### src/rtl/manchester_serdes_if.sv
// Handshake, serial line and receive bus for manchester_serdes.
// The master side drives the payload, the accept enable and the receive line.
interface manchester_serdes_if #(
  parameter int WIDTH = 8
);
  logic             ena;
  logic [WIDTH-1:0] tx_data;
  logic             tx_valid;
  logic             tx_ready;
  logic             line_out;
  logic             line_oe;
  logic             rx_line;
  logic [WIDTH-1:0] rx_data;
  logic             rx_valid;
  logic             rx_err;

  modport master (
    output ena, tx_data, tx_valid, rx_line,
    input  tx_ready, line_out, line_oe, rx_data, rx_valid, rx_err
  );

  modport slave (
    input  ena, tx_data, tx_valid, rx_line,
    output tx_ready, line_out, line_oe, rx_data, rx_valid, rx_err
  );
endinterface

### src/rtl/manchester_serdes.sv
// Manchester serializer/deserializer framed by a high violation symbol and a low guard.
// Define MANCHESTER_PARITY_EN to append and check an even-parity bit after the payload.
module manchester_serdes #(
  parameter int WIDTH         = 8,
  parameter int CLKS_PER_HALF = 4,
  parameter int POLARITY      = 0
) (
  input  logic               clk,
  input  logic               rst_n,
  manchester_serdes_if.slave bus
);
  localparam int CW = $clog2(2*CLKS_PER_HALF);
  localparam int HW = $clog2(CLKS_PER_HALF);
  localparam int BW = $clog2(WIDTH);
  localparam logic POL = (POLARITY != 0);
  localparam logic [CW-1:0] SYM_LAST  = CW'(2*CLKS_PER_HALF-1);
  localparam logic [CW-1:0] HALF_CNT  = CW'(CLKS_PER_HALF);
  localparam logic [BW-1:0] BIT_LAST  = BW'(WIDTH-1);
  localparam logic [HW-1:0] HALF_LAST = HW'(CLKS_PER_HALF-1);
  localparam logic [HW-1:0] MID_WAIT  = HW'(CLKS_PER_HALF/2-1);

  localparam logic [2:0] TX_IDLE = 3'd0, TX_START = 3'd1, TX_DATA = 3'd2, TX_GUARD = 3'd4;
  localparam logic [2:0] RX_IDLE = 3'd0, RX_START = 3'd1, RX_DATA = 3'd2, RX_WAIT  = 3'd4;
`ifdef MANCHESTER_PARITY_EN
  localparam logic [2:0] TX_PAR = 3'd3, RX_PAR = 3'd3;
`endif

  // ---------------- transmitter ----------------
  logic [2:0]       tx_st_q, tx_st_d;
  logic [CW-1:0]    tx_cnt_q, tx_cnt_d;
  logic [BW-1:0]    tx_bit_q, tx_bit_d;
  logic [WIDTH-1:0] tx_sh_q, tx_sh_d;
  logic             rdy_en_q;
  logic             tx_sym_end, tx_cur, tx_symbol;
`ifdef MANCHESTER_PARITY_EN
  logic             tx_par_q, tx_par_d;
  assign tx_cur    = (tx_st_q == TX_PAR) ? tx_par_q : tx_sh_q[WIDTH-1];
  assign tx_symbol = (tx_st_q == TX_DATA) || (tx_st_q == TX_PAR);
`else
  assign tx_cur    = tx_sh_q[WIDTH-1];
  assign tx_symbol = (tx_st_q == TX_DATA);
`endif

  assign tx_sym_end   = (tx_cnt_q == SYM_LAST);
  // rdy_en_q keeps tx_ready low until the first edge after reset release
  assign bus.tx_ready = (tx_st_q == TX_IDLE) && bus.ena && rdy_en_q;
  assign bus.line_oe  = (tx_st_q != TX_IDLE);
  assign bus.line_out = (tx_st_q == TX_START) ||
                        (tx_symbol && (tx_cur ^ ~POL ^ (tx_cnt_q >= HALF_CNT)));

  always_comb begin
    tx_st_d  = tx_st_q;
    tx_cnt_d = tx_cnt_q;
    tx_bit_d = tx_bit_q;
    tx_sh_d  = tx_sh_q;
`ifdef MANCHESTER_PARITY_EN
    tx_par_d = tx_par_q;
`endif
    if (tx_st_q != TX_IDLE) tx_cnt_d = tx_sym_end ? '0 : tx_cnt_q + 1'b1;
    case (tx_st_q)
      TX_IDLE: if (bus.tx_valid && bus.tx_ready) begin
        tx_st_d  = TX_START;
        tx_cnt_d = '0;
        tx_bit_d = '0;
        tx_sh_d  = bus.tx_data;
`ifdef MANCHESTER_PARITY_EN
        tx_par_d = ^bus.tx_data;
`endif
      end
      TX_START: if (tx_sym_end) tx_st_d = TX_DATA;
      TX_DATA: if (tx_sym_end) begin
        tx_sh_d  = tx_sh_q << 1;
        tx_bit_d = tx_bit_q + 1'b1;
`ifdef MANCHESTER_PARITY_EN
        if (tx_bit_q == BIT_LAST) tx_st_d = TX_PAR;
`else
        if (tx_bit_q == BIT_LAST) tx_st_d = TX_GUARD;
`endif
      end
`ifdef MANCHESTER_PARITY_EN
      TX_PAR:   if (tx_sym_end) tx_st_d = TX_GUARD;
`endif
      TX_GUARD: if (tx_sym_end) tx_st_d = TX_IDLE;
      default:  tx_st_d = TX_IDLE;
    endcase
  end

  always_ff @(posedge clk or negedge rst_n) begin
    if (!rst_n) begin
      tx_st_q  <= TX_IDLE;
      tx_cnt_q <= '0;
      tx_bit_q <= '0;
      tx_sh_q  <= '0;
      rdy_en_q <= 1'b0;
`ifdef MANCHESTER_PARITY_EN
      tx_par_q <= 1'b0;
`endif
    end else begin
      tx_st_q  <= tx_st_d;
      tx_cnt_q <= tx_cnt_d;
      tx_bit_q <= tx_bit_d;
      tx_sh_q  <= tx_sh_d;
      rdy_en_q <= 1'b1;
`ifdef MANCHESTER_PARITY_EN
      tx_par_q <= tx_par_d;
`endif
    end
  end

  // ---------------- receiver ----------------
  logic             rx_s1_q, rx_s2_q, rx_prev_q;
  logic [2:0]       rx_st_q, rx_st_d;
  logic [HW-1:0]    rx_cnt_q, rx_cnt_d;
  logic             rx_half_q, rx_half_d, rx_first_q, rx_first_d;
  logic [BW-1:0]    rx_bit_q, rx_bit_d;
  logic [WIDTH-1:0] rx_sh_q, rx_sh_d, rx_data_q, rx_data_d;
  logic             rx_valid_q, rx_valid_d, rx_err_q, rx_err_d;
  logic             rx_good, rx_fail, rx_dec;

  assign rx_dec       = rx_first_q ^ ~POL;  // bit value implied by the first half
  assign bus.rx_data  = rx_data_q;
  assign bus.rx_valid = rx_valid_q;
  assign bus.rx_err   = rx_err_q;

  always_comb begin
    rx_st_d    = rx_st_q;
    rx_cnt_d   = rx_cnt_q;
    rx_half_d  = rx_half_q;
    rx_first_d = rx_first_q;
    rx_bit_d   = rx_bit_q;
    rx_sh_d    = rx_sh_q;
    rx_data_d  = rx_data_q;
    rx_valid_d = 1'b0;
    rx_err_d   = 1'b0;
    rx_good    = 1'b0;
    rx_fail    = 1'b0;
    case (rx_st_q)
      RX_IDLE: if (rx_s2_q && !rx_prev_q) begin
        rx_st_d   = RX_START;
        rx_cnt_d  = MID_WAIT;
        rx_half_d = 1'b0;
        rx_bit_d  = '0;
      end
`ifdef MANCHESTER_PARITY_EN
      RX_START, RX_DATA, RX_PAR: begin
`else
      RX_START, RX_DATA: begin
`endif
        if (rx_cnt_q != '0) rx_cnt_d = rx_cnt_q - 1'b1;
        else begin
          rx_cnt_d  = HALF_LAST;
          rx_half_d = ~rx_half_q;
          if (!rx_half_q) rx_first_d = rx_s2_q;
          else if (rx_st_q == RX_START) begin
            if (rx_first_q && rx_s2_q) rx_st_d = RX_DATA;
            else rx_fail = 1'b1;
          end else if (rx_first_q == rx_s2_q) rx_fail = 1'b1;
          else if (rx_st_q == RX_DATA) begin
            rx_sh_d  = {rx_sh_q[WIDTH-2:0], rx_dec};
            rx_bit_d = rx_bit_q + 1'b1;
`ifdef MANCHESTER_PARITY_EN
            if (rx_bit_q == BIT_LAST) rx_st_d = RX_PAR;
          end else if (rx_dec == ^rx_sh_q) rx_good = 1'b1;
          else rx_fail = 1'b1;
`else
            if (rx_bit_q == BIT_LAST) rx_good = 1'b1;
          end
`endif
        end
      end
      RX_WAIT: begin
        if (rx_s2_q) rx_cnt_d = '0;
        else if (rx_cnt_q == HALF_LAST) begin
          rx_st_d  = RX_IDLE;
          rx_cnt_d = '0;
        end else rx_cnt_d = rx_cnt_q + 1'b1;
      end
      default: rx_st_d = RX_IDLE;
    endcase
    if (rx_fail) begin
      rx_err_d = 1'b1;
      rx_st_d  = RX_WAIT;
      rx_cnt_d = '0;
    end else if (rx_good) begin
      rx_valid_d = 1'b1;
      rx_data_d  = rx_sh_d;
      rx_st_d    = RX_WAIT;
      rx_cnt_d   = '0;
    end
  end

  always_ff @(posedge clk or negedge rst_n) begin
    if (!rst_n) begin
      rx_s1_q    <= 1'b0;
      rx_s2_q    <= 1'b0;
      rx_prev_q  <= 1'b0;
      rx_st_q    <= RX_IDLE;
      rx_cnt_q   <= '0;
      rx_half_q  <= 1'b0;
      rx_first_q <= 1'b0;
      rx_bit_q   <= '0;
      rx_sh_q    <= '0;
      rx_data_q  <= '0;
      rx_valid_q <= 1'b0;
      rx_err_q   <= 1'b0;
    end else begin
      rx_s1_q    <= bus.rx_line;
      rx_s2_q    <= rx_s1_q;
      rx_prev_q  <= rx_s2_q;
      rx_st_q    <= rx_st_d;
      rx_cnt_q   <= rx_cnt_d;
      rx_half_q  <= rx_half_d;
      rx_first_q <= rx_first_d;
      rx_bit_q   <= rx_bit_d;
      rx_sh_q    <= rx_sh_d;
      rx_data_q  <= rx_data_d;
      rx_valid_q <= rx_valid_d;
      rx_err_q   <= rx_err_d;
    end
  end
endmodule

### src/flat_wrapper.sv
// flat-port wrapper written by rule: the top's interface ports become plain ports
module manchester_serdes_flat 
#(
  parameter int WIDTH         = 8,
  parameter int CLKS_PER_HALF = 4,
  parameter int POLARITY      = 0
)
  (clk, rst_n, bus_ena, bus_tx_data, bus_tx_valid, bus_rx_line, bus_tx_ready, bus_line_out, bus_line_oe, bus_rx_data, bus_rx_valid, bus_rx_err);
  manchester_serdes_if #(.WIDTH(WIDTH)) bus_i ();
  input  logic clk;
  input  logic rst_n;
  input wire logic [$bits(bus_i.ena)-1:0] bus_ena;
  input wire logic [$bits(bus_i.tx_data)-1:0] bus_tx_data;
  input wire logic [$bits(bus_i.tx_valid)-1:0] bus_tx_valid;
  input wire logic [$bits(bus_i.rx_line)-1:0] bus_rx_line;
  output wire logic [$bits(bus_i.tx_ready)-1:0] bus_tx_ready;
  output wire logic [$bits(bus_i.line_out)-1:0] bus_line_out;
  output wire logic [$bits(bus_i.line_oe)-1:0] bus_line_oe;
  output wire logic [$bits(bus_i.rx_data)-1:0] bus_rx_data;
  output wire logic [$bits(bus_i.rx_valid)-1:0] bus_rx_valid;
  output wire logic [$bits(bus_i.rx_err)-1:0] bus_rx_err;
  assign bus_i.ena = bus_ena;
  assign bus_i.tx_data = bus_tx_data;
  assign bus_i.tx_valid = bus_tx_valid;
  assign bus_i.rx_line = bus_rx_line;
  assign bus_tx_ready = bus_i.tx_ready;
  assign bus_line_out = bus_i.line_out;
  assign bus_line_oe = bus_i.line_oe;
  assign bus_rx_data = bus_i.rx_data;
  assign bus_rx_valid = bus_i.rx_valid;
  assign bus_rx_err = bus_i.rx_err;
  manchester_serdes #(.WIDTH(WIDTH), .CLKS_PER_HALF(CLKS_PER_HALF), .POLARITY(POLARITY)) u_core (.clk(clk), .rst_n(rst_n), .bus(bus_i));
endmodule
### config.mk
export PLATFORM = sky130hd
export DESIGN_NAME = manchester_serdes_flat
export DESIGN_NICKNAME = d
export VERILOG_FILES = /design/src/rtl/manchester_serdes_if.sv /design/src/rtl/manchester_serdes.sv /design/src/flat_wrapper.sv
export SDC_FILE = /design/constraint.sdc
export NUM_CORES = 1
export LEC_CHECK = 0
export BUFFER_PORTS_ARGS = -buffer_cell sky130_fd_sc_hd__buf_2
export CAP_MARGIN = 20
export CELL_PAD_IN_SITES_DETAIL_PLACEMENT = 0
export CELL_PAD_IN_SITES_GLOBAL_PLACEMENT = 2
export CORE_MARGIN = 2
export CORE_UTILIZATION = 40
export DETAILED_ROUTE_END_ITERATION = 6
export PLACE_DENSITY_LB_ADDON = 0.05
export SYNTH_ARGS = -nofsm -noshare
export SYNTH_HDL_FRONTEND = slang
export SYNTH_SLANG_ARGS = --single-unit
export TNS_END_PERCENT = 10
### constraint.sdc
create_clock -name clk -period 4.3 [get_ports clk]
set_input_delay 1.29 -clock clk [delete_from_list [all_inputs] [get_ports clk]]
set_output_delay 1.29 -clock clk [all_outputs]
set_load 0.01 [all_outputs]
* After elaboration in Yosys (flattened, before gate mapping) *
Cells that the tools add are included.

word-level totals
  input port bits = 13
  register bits = 49

cells by class
  reduce and logical (&&, ||, !) cells = 24
  equality and inequality tests = 29
  $add $sub $neg = 5
  multiplexer cells = 65
  order comparisons = 1
  bitwise operators = 6

operators by type and width
  cell                   count
  $mux W3                26
  $mux W8                8
  $ne A4 B1 Y1 const B   5
  $mux W1                18
  $pmux W8 S2            1
  $eq A3 B3 Y1 const B   5
  $reduce_and A7 Y1      2
  $mux W2                6
  $ne A2 B1 Y1 const B   6
  $pmux W3 S2            2
  $pmux W3 S4            1
  $ne A2 B2 Y1 const B   5
  $add A3 B1 Y3 const B  3
  $pmux W3 S3            1
  $reduce_and A3 Y1      3
  $eq A3 B1 Y1 const B   2
  $eq A3 B2 Y1 const B   2
  $logic_and A1 B1 Y1    6
  $logic_not A3 Y1       2
  $pmux W2 S3            1
  $reduce_bool A2 Y1     3
  $not A1 Y1             5
  $reduce_and A5 Y1      1
  $reduce_bool A5 Y1     1
  14 further kinds       15

* Logic depth before layout (Yosys ltp) *
Gate-level depths: netlist of run 1.

  depth in word-level cells = 10
  mapped depth = 7
  gate-level depth less buffers = 6

* Worst setup path after synthesis of run 1 *
No wires, ideal clock.

  path type = input to output
  start point = input port bus_ena
  end point = output port bus_tx_ready
  buffers on the path = 0
  path slack = 1528 ps
  arrival time = 1482 ps
  stages = 2
  data required time = 3010 ps
  path through = nand2_1 > nor2_1

on the way
  word-level cells in the longest chain between the ends = 2

RTL lines
  item                               RTL line                 RTL
  from (decl)                        flat_wrapper.sv:12       input wire logic [$bits(bus_i.ena)-1:0] bus_ena;
  $logic_and A1 B1 Y1 (2 in series)  manchester_serdes.sv:46  assign bus.tx_ready = (tx_st_q == TX_IDLE) && bus.ena && rdy_en_q;
  to (decl)                          flat_wrapper.sv:16       output wire logic [$bits(bus_i.tx_ready)-1:0] bus_tx_ready;

Every way passes these cells.

* Final worst setup path of run 1 *
Same ends and word-level chain as after synthesis.

==> results of run 1 <==
[registers in the layout, indices dropped and copies added (netlist names), 2 cells and up]
name and count:
u_core.bus.rx_data 8, u_core.tx_sh_q 8, u_core.rx_sh_q 7, u_core.rx_bit_q 3, u_core.rx_st_q 3, u_core.tx_bit_q 3
u_core.tx_cnt_q 3, u_core.tx_st_q 3, u_core.rx_cnt_q 2
[worst register-to-register path, stage by stage, from the launching register on]
cell and delay, ns:
dfrtp_1 0.39, ha_1 0.16, ha_1 0.27, nand4bb_1 0.53
o21ai_1 0.54, nor2_1 0.08, nor2_1 0.11
[final timing paths]
kind	startpoint	to	slack [ns]
setup / recovery	bus_ena	bus_tx_ready	1.36
hold / removal	u_core.rx_s1_q	u_core.rx_s2_q	0.35
setup reg to reg	u_core.tx_cnt_q[0]	u_core.tx_sh_q[2]	2.16
hold reg to reg	u_core.rx_s1_q	u_core.rx_s2_q	0.35
max in group asynchronous	rst_n	u_core.rx_prev_q	2.84
min in group asynchronous	rst_n	u_core.tx_sh_q[2]	0.94
[cell families after synthesis]
family / synth area share (%)
multiplexers: 5.62
AND/OR/NAND/NOR: 18.6
XOR/XNOR: 0.390
flip-flops: 53.4
adder cells (fa/ha/maj): 5.45
AO/OA/AOI/OAI: 12.0
other: 0.167
buffers and inverters: 4.34
[cells in the final DEF (no fill, tap or decap), drive strengths merged, types with 5 or more instances in the layout]
cell type and count:
nor2b 6, buf 26, clkbuf 6, o21ai 14, nand3 6, ha 9, o22ai 7, mux2 8
nor3 5, dfrtp 48, nor2 25, nand2 29, inv 10
[per-stage QoR]
step | total power [mW] | hold slack (ns) | cell area [µm²] | std cells | util, %
after global routing | 1.46 | 0.366 | 2520 | 310 | 46.0
after detailed placement | 1.08 | 0.335 | 2400 | 301 | 43.9
after global placement | 1.05 | 0.336 | 2400 | 301 | 43.9
after CTS | 1.37 | 0.356 | 2500 | 309 | 45.6
after floorplan | 0.976 | 0.331 | 2250 | 214 | -
final | 1.36 | 0.354 | 2520 | 310 | 46.0
[report_power, final]
group          total [mW]  leakage (nW)  internal (mW)  switching, mW
Combinational       0.409         0.587          0.195          0.213
Clock               0.289        0.0516          0.132          0.157
Sequential          0.658         0.620          0.553          0.105
Total                1.36          1.26          0.880          0.475
[layout make-up]
type / instances / area share (%)
Tap cell: 72 / 3.58
Timing Repair Buffer: 26 / 5.77
Inverter: 9 / 1.34
Clock inverter: 2 / 0.547
Multi-Input combinational cell: 147 / 37.7
Clock buffer: 6 / 3.28
Sequential cell: 48 / 47.7
[layer usage]
metal | global-route usage, % | vias to the layer above | share of wire (%)
met5 | 0 | - | 0
met4 | 6.03 | 0 | 2.0
met3 | 3.30 | 8 | 3.8
met2 | 25.8 | 29 | 50
met1 | 18.7 | 776 | 44
li1 | - | 790 | -
==> metrics.cfg, run 1 <==
[global_routing]
gr-total-overflow = 0
grt_pass1_vias = 1581
grt_pass1_wl_um = 7400
grt_max_degree = 49
grt_antenna_before_repair = 0
track_usage_pct = 15.2

[detailed_routing]
routedWlPerCell_um = 13.8
ant_nets = 0
vias_per_cell = 5.17
drt_wl_total_um = 4280
drt_iter0_drc = 44
vias = 1603
drc = 0
drt_pre_antenna_iters = 4

[clocking]
clkSlewWorstSetupHoldPaths_ns = 0.09
cts_setup_buffers = 0
hold_buffers = 0
cts_max_level = 2
cts_buffer_depth = 2
clockRootBuffer = clkbuf_8
cts.sinks = 48
clock_latency_ns = 0.30
cts-resized-gates = 0
cts_tree = yes
cts-buffers-inserted = 5

[worst_setup_path]
cp.arrival_ns = 1.65
reg2reg_depth = 6
crit_path_end_kind = output pin
cpPeakStageDelay_ns = 0.14
worstPathCellList = buf_2 -> nand2_1 -> nor2_1 -> buf_2
cp_top_family = buffers and inverters
crit_type = input pin to output pin
cp_max_fo = 2
cp_common_cell = buf_2
path_buf_inv = 2
worst-path-stages = 4
slowest_stage = buf_2
start_kind = input pin
worst_ep_required_time_ns = 3.01

[yosys]
ys.flop_type = dfrtp_1
seq_area_frac_synth_pct = 53.4
synthTopCellsByCount = 48 x dfrtp_1, 29 x nand2_1, 25 x nor2_1
async_flop_share_pct = 100
synth-edff-count = 0
syn_nets = 236
syn_inst = 214
synth.top_cell.area_share_pct = 53.4
synth_area_leaders = dfrtp_1 53%, ha_1 5.0%, nand2_1 4.8%
synth.most_common_cell = dfrtp_1
syn_avg_cell_area_um2 = 10.5
synth_seq_cells = 48
yosys.area.top_type = dfrtp_1
synth.distinct_cells = 45
yosys_warnings = 0
syn_area_um2 = 2250

[floorplanning]
rows = 27
die_h_um = 79.0
io_pins = 26
die_x_um = 79.0
initial_core_util_pct = 41.1
core-area_um2 = 5470
die-area_um2 = 6240

[placement]
place_congestion = 0.740
pre_cts_slack_ns = 1.36
io_buffer_count = 25
place_hpwl_um = 3030

[cells_and_area]
final_nets = 259
multiInputGateArea_um2 = 950
area_delta_synth_final_pct = 11.9
diodes = 0
nFillCells = 534
seq_area_um2 = 1200
layout-drive-gt1-share_pct = 21.0

[sta]
final_hold_viol_count = 0
rsz0062_at_grt = false
setup_tns_ns = 0
period_share_pct = 68.3
finalWorstSetupSlack_ns = 1.36
fmax_mhz = 341
tightest_slew_ns = 0.596
relSlewSlack_pct = 60.0
skew_ns = 0.00463
finalCriticalPeriod_ns = 2.94
finalMaxSlewViolations = 0
setup_viol = 0

[worst_hold_path]
hp-class = register to register
hold_path_depth = 0

[pwr]
power_density_nw_per_um2 = 539
leakage_nw = 1.26
vdd_drop_max_v = 0.000214

[run_status]
status = finished, final reports clean

[flow_run]
cap_violations = 0

Note: power is estimated with default switching activity, not from simulation.
==> inputs of run 2 (changes only) <==
Settings changed: CORE_UTILIZATION 40 to 33.
Clock period 4.3 ns to 2.5 ns, I/O delays scaled along.
==> metrics.cfg, run 2 (synthesized netlist as in run 1, its figures left out) <==
[sta]
finalMaxSlewViolations = 0  ; unchanged
holdWs_ns = 0.334  ; -0.0200 ns
finalCriticalPeriod_ns = 2.26
final_hold_viol_count = 0  ; unchanged
rsz0062_at_grt = false
skew_ns = 0.00780  ; +0.00317 ns
relSlewSlack_pct = 62.2  ; +2.2 points
period_share_pct = 90.3
setup_viol = 0  ; unchanged
fmax_mhz = 443
setup_tns_ns = 0  ; unchanged
tightest_slew_ns = 0.563  ; -0.0331 ns

[worst_setup_path]
crit_path_end_kind = output pin
worst_ep_required_time_ns = 1.75  ; -1.26 ns
start_kind = register
crit_type = register to output pin
r2r_slack_ns = 0.51  ; -1.65 ns
cp.arrival_ns = 1.51  ; -0.14 ns
cpPeakStageDelay_ns = 0.51  ; +0.37 ns
slowest_stage = or3_1
cp_top_family = simple AND/OR/NAND/NOR gates
cp_max_fo = 8  ; +6
worstPathCellList = or3_1 -> nor2_1 -> buf_2
path_buf_inv = 1  ; -1

[cells_and_area]
final_area_um2 = 2530  ; +0.70%
final_nets = 262  ; +1.2%
layout_common_cells = 48 x dfrtp_1, 29 x nand2_1, 25 x nor2_1, 25 x buf_2, 13 x o21ai_0
layout-drive-gt1-share_pct = 21.6  ; +0.57 points
area_delta_synth_final_pct = 12.7
diodes = 0  ; unchanged
layout_commonest_cell = dfrtp_1
fin_cells = 321  ; +3.5%

[global_routing]
grt_pass1_wl_um = 7760  ; +4.9%
track_usage_pct = 13.3  ; -1.9 points
use_met3_pct = 2.67  ; -0.63 points
use_met2_pct = 22.7  ; -3.1 points
gr-total-overflow = 0  ; unchanged
grt_pass1_vias = 1625  ; +2.8%
met1_usage_pct = 16.8  ; -2.0 points
grt_max_degree = 22  ; -55%
grt-busiest-layer = met2
grt_antenna_before_repair = 0  ; unchanged

[clocking]
cts_tree = yes
clock_latency_ns = 0.30  ; about the same
hold_buffers = 0  ; unchanged
cts_buffer_depth = 2  ; unchanged
cts-buffers-inserted = 5  ; unchanged
clockRootBuffer = clkbuf_8
cts_max_level = 2  ; unchanged
cts_setup_buffers = 0  ; unchanged
clkSlewWorstSetupHoldPaths_ns = 0.09  ; about the same
cts-resized-gates = 0  ; unchanged
cts.sinks = 48  ; unchanged

[placement]
place_hpwl_um = 3320  ; +9.6%
place_congestion = 0.728  ; -1.7%
dpl.cell_count = 313  ; +4.0%
io_buffer_count = 25  ; unchanged
place_area_um2 = 2440  ; +1.7%

[floorplanning]
die_x_um = 86.5  ; +9.6%
die-area_um2 = 7490  ; +20%
core-area_um2 = 6680  ; +22%
die_h_um = 86.5  ; +9.6%
initial_core_util_pct = 33.7  ; -7.4 points
io_pins = 26  ; unchanged
rows = 30  ; +11%

[flow_run]
cap_violations = 0  ; unchanged

[detailed_routing]
vias_per_cell = 4.96  ; -4.1%
drc = 0  ; unchanged
vias = 1591  ; -0.75%
routedWlPerCell_um = 14.2  ; +2.8%
drt_wl_total_um = 4550  ; +6.5%
drt_pre_antenna_iters = 4  ; unchanged
drt_iter0_drc = 40  ; -9.1%
ant_nets = 0  ; unchanged

[pwr]
vdd_drop_max_v = 0.000326  ; +52%
leakage_nw = 1.26  ; +0.21%
power_density_nw_per_um2 = 923  ; +71%

[run_status]
status = finished, final reports clean

[worst_hold_path]
hp-class = input pin to async pin

run 2: worst reg2reg max path, cell delays in order (launching register included):
cell,delay (ns)
dfrtp_1,0.45
ha_1,0.35
nand3_1,0.14
or4b_4,0.62
mux2_4,0.33
run 2: layout make-up:
class	count	area, µm²
clock buffer	7	86.3
clock inverter	1	7.51
fill	681	4150
inverter	9	33.8
multi-input combinational	147	950
sequential	48	1200
tap	80	100
timing repair buffer	29	155
run 2: stage by stage:
| stage | power [mW] | util [%] | setup WS, ns |
|---|---|---|---|
| detailed placement | 1.87 | 36.5 | 0.523 |
| global route | 2.52 | 37.9 | 0.145 |
| CTS | 2.37 | 37.9 | 0.233 |
| floorplan | 1.68 | - | 0.583 |
| finish | 2.34 | 37.9 | 0.243 |
| global placement | 1.85 | 36.5 | 0.569 |
run 2: worst paths after layout:
| path | end | startpoint | depth (start not counted) |
|---|---|---|---|
| worst min-delay path | u_core.tx_sh_q[2] | rst_n | 1 |
| max in group asynchronous | u_core.bus.rx_data[6] | rst_n | 2 |
| worst min register to register | u_core.rx_s2_q | u_core.rx_s1_q | 0 |
| min in group clk | u_core.rx_s2_q | u_core.rx_s1_q | 0 |
| worst max register to register | u_core.bus.rx_data[1] | u_core.rx_s2_q | 4 |
| worst max-delay path | bus_tx_ready | u_core.tx_st_q[0] | 3 |
run 2: routing by layer:
| metal | wire (µm) | vias up | share of wire [%] |
|---|---|---|---|
| met5 | 0 | - | 0 |
| li1 | - | 788 | - |
| met3 | 131 | 6 | 2.9 |
| met4 | 60 | 0 | 1.3 |
| met2 | 2260 | 24 | 50 |
| met1 | 2100 | 773 | 46 |
run 2: power by group:
part / leakage, nW / internal (mW) / switching (mW)
registers: 0.620 / 0.952 / 0.150
logic: 0.597 / 0.346 / 0.408
clock network: 0.0445 / 0.225 / 0.259
==> inputs of run 3 (changes only) <==
Clock period 2.5 ns to 1.9 ns, I/O delays scaled along.
==> metrics.cfg, run 3 (synthesized netlist as in run 1, its figures left out) <==
[floorplanning]
initial_core_util_pct = 33.7  ; unchanged
die_x_um = 86.5  ; unchanged
io_pins = 26  ; unchanged
rows = 30  ; unchanged
core-area_um2 = 6680  ; unchanged
die-area_um2 = 7490  ; unchanged
die_h_um = 86.5  ; unchanged

[worst_setup_path]
worstReg2RegEnd = u_core.bus.rx_data[3]
start_kind = register
crit_type = register to output pin
crit_path_end_kind = output pin
r2r-start = u_core.rx_s2_q
r2r_slack_ns = 0.06  ; -0.45 ns
crit_start = u_core.tx_st_q[1]
cp.arrival_ns = 1.33  ; -0.18 ns
cp_max_fo = 4  ; -4
worst_ep_required_time_ns = 1.33  ; -0.42 ns
reg2reg_depth = 4  ; unchanged

[pwr]
leakage_nw = 1.34  ; +6.2%
vdd_drop_max_v = 0.000394  ; +21%
total_power_mw = 3.26  ; +40%
power_density_nw_per_um2 = 1220  ; +32%

[clocking]
cts.sinks = 48  ; unchanged
cts_buffer_depth = 2  ; unchanged
cts_tree = yes
clock_latency_ns = 0.30  ; about the same
cts_max_level = 2  ; unchanged
clkSlewWorstSetupHoldPaths_ns = 0.09  ; about the same
clockRootBuffer = clkbuf_8
hold_buffers = 0  ; unchanged
cts-buffers-inserted = 5  ; unchanged

[cells_and_area]
multiInputGateArea_um2 = 967  ; +1.8%
final_area_um2 = 2680  ; +5.6%
layout_commonest_cell = dfrtp_1
area_delta_synth_final_pct = 19.0
layout-drive-gt1-share_pct = 29.0  ; +7.4 points
layout_common_cells = 47 x dfrtp_1, 29 x nand2_1, 25 x buf_2
diodes = 0  ; unchanged
nFillCells = 672  ; -1.3%
final_nets = 276  ; +5.3%
seq_area_um2 = 1200  ; +0.10%

[run_status]
violations = setup timing
status = finished with violations

[detailed_routing]
drt_wl_total_um = 4690  ; +3.0%
top_layer = met4
vias_per_cell = 4.90  ; -1.2%
drc = 0  ; unchanged
drt_pre_antenna_iters = 4  ; unchanged
wl_met3_um = 133  ; +1.5%
met1_length_um = 2110  ; +0.52%
ant_nets = 0  ; unchanged
routedWlPerCell_um = 14.0  ; -1.3%
vias = 1641  ; +3.1%
drt_iter0_drc = 30  ; -25%
wl_met2_um = 2420  ; +7.0%

[global_routing]
track_usage_pct = 13.3  ; +0.094 points
gr-total-overflow = 0  ; unchanged
grt_pass1_wl_um = 7900  ; +1.9%
grt_pass1_vias = 1657  ; +2.0%
grt_max_degree = 32  ; +45%
grt_antenna_before_repair = 0  ; unchanged

[sta]
fmax_mhz = 525
final_hold_viol_count = 0  ; unchanged
setup_tns_ns = -0.00322  ; -0.00322 ns
finalMaxSlewViolations = 0  ; unchanged
period_share_pct = 100
setup_viol = 1  ; +1
rsz0062_at_grt = true
holdWs_ns = 0.220  ; -0.114 ns
finalWorstSetupSlack_ns = -0.00322  ; -0.246 ns
skew_ns = 0.00523  ; -0.00257 ns
finalCriticalPeriod_ns = 1.90

[flow_run]
cap_violations = 0  ; unchanged

[placement]
place_area_um2 = 2530  ; +3.9%
io_buffer_count = 25  ; unchanged
place_congestion = 0.733  ; +0.80%
pre_cts_slack_ns = 0.0449  ; -0.478 ns
place_hpwl_um = 3360  ; +1.2%

[worst_hold_path]
hp-class = input pin to async pin

==> run 3: routing by layer <==
| metal | vias to the layer above | track usage [%] |
|---|---|---|
| li1 | 820 | - |
| met1 | 795 | 17.4 |
| met2 | 24 | 22.2 |
| met3 | 2 | 3.14 |
| met4 | 0 | 3.84 |
| met5 | - | 0 |
==> run 3: how the worst max path moves through the flow <==
stage | end | slack, ns | depth (start not counted)
2_1_floorplan | u_core.bus.rx_data[1] | 0.02 | 5
3_3_place_gp | u_core.bus.rx_data[1] | 0.09 | 4
3_5_place_dp | u_core.bus.rx_data[4] | 0.04 | 4
4_1_cts | bus_tx_ready | -0.03 | 3
5_1_grt | bus_tx_ready | -0.06 | 3
6_report | bus_tx_ready | -0.003 | 3
==> run 3: per-stage QoR <==
step / util (%) / std cells
floorplan: - / 214
detailed placement: 37.9 / 324
finish: 40.1 / 335
global route: 40.1 / 335
CTS: 39.8 / 335
global placement: 37.9 / 324
==> run 3: layout make-up <==
cell class                      instances  area share [%]
Sequential cell                        48            44.9
Multi-Input combinational cell        147            36.1
Timing Repair Buffer                   43            10.3
Tap cell                               80            3.74
Clock buffer                            6            3.09
Inverter                                9            1.26
Clock inverter                          2           0.514
==> run 3: critical path, stage by stage, from the launching register on <==
cell	delay [ns]
dfrtp_1	0.40
or3_4	0.42
nor2_2	0.08
buf_2	0.13
==> run 3: repair_timing <==
item | 4_1_cts | 5_1_grt
endpoints found under the setup margin | 2 | 9
pin swaps | 2 | 1
setup buffers | 3 | 0
resized for setup | 2 | 6
==> run 3: report_power, final <==
group | total [mW] | switching (mW) | leakage [nW] | internal (mW)
sequential | 1.41 | 0.159 | 0.618 | 1.25
combinational | 1.21 | 0.617 | 0.669 | 0.593
clock | 0.643 | 0.345 | 0.0516 | 0.298
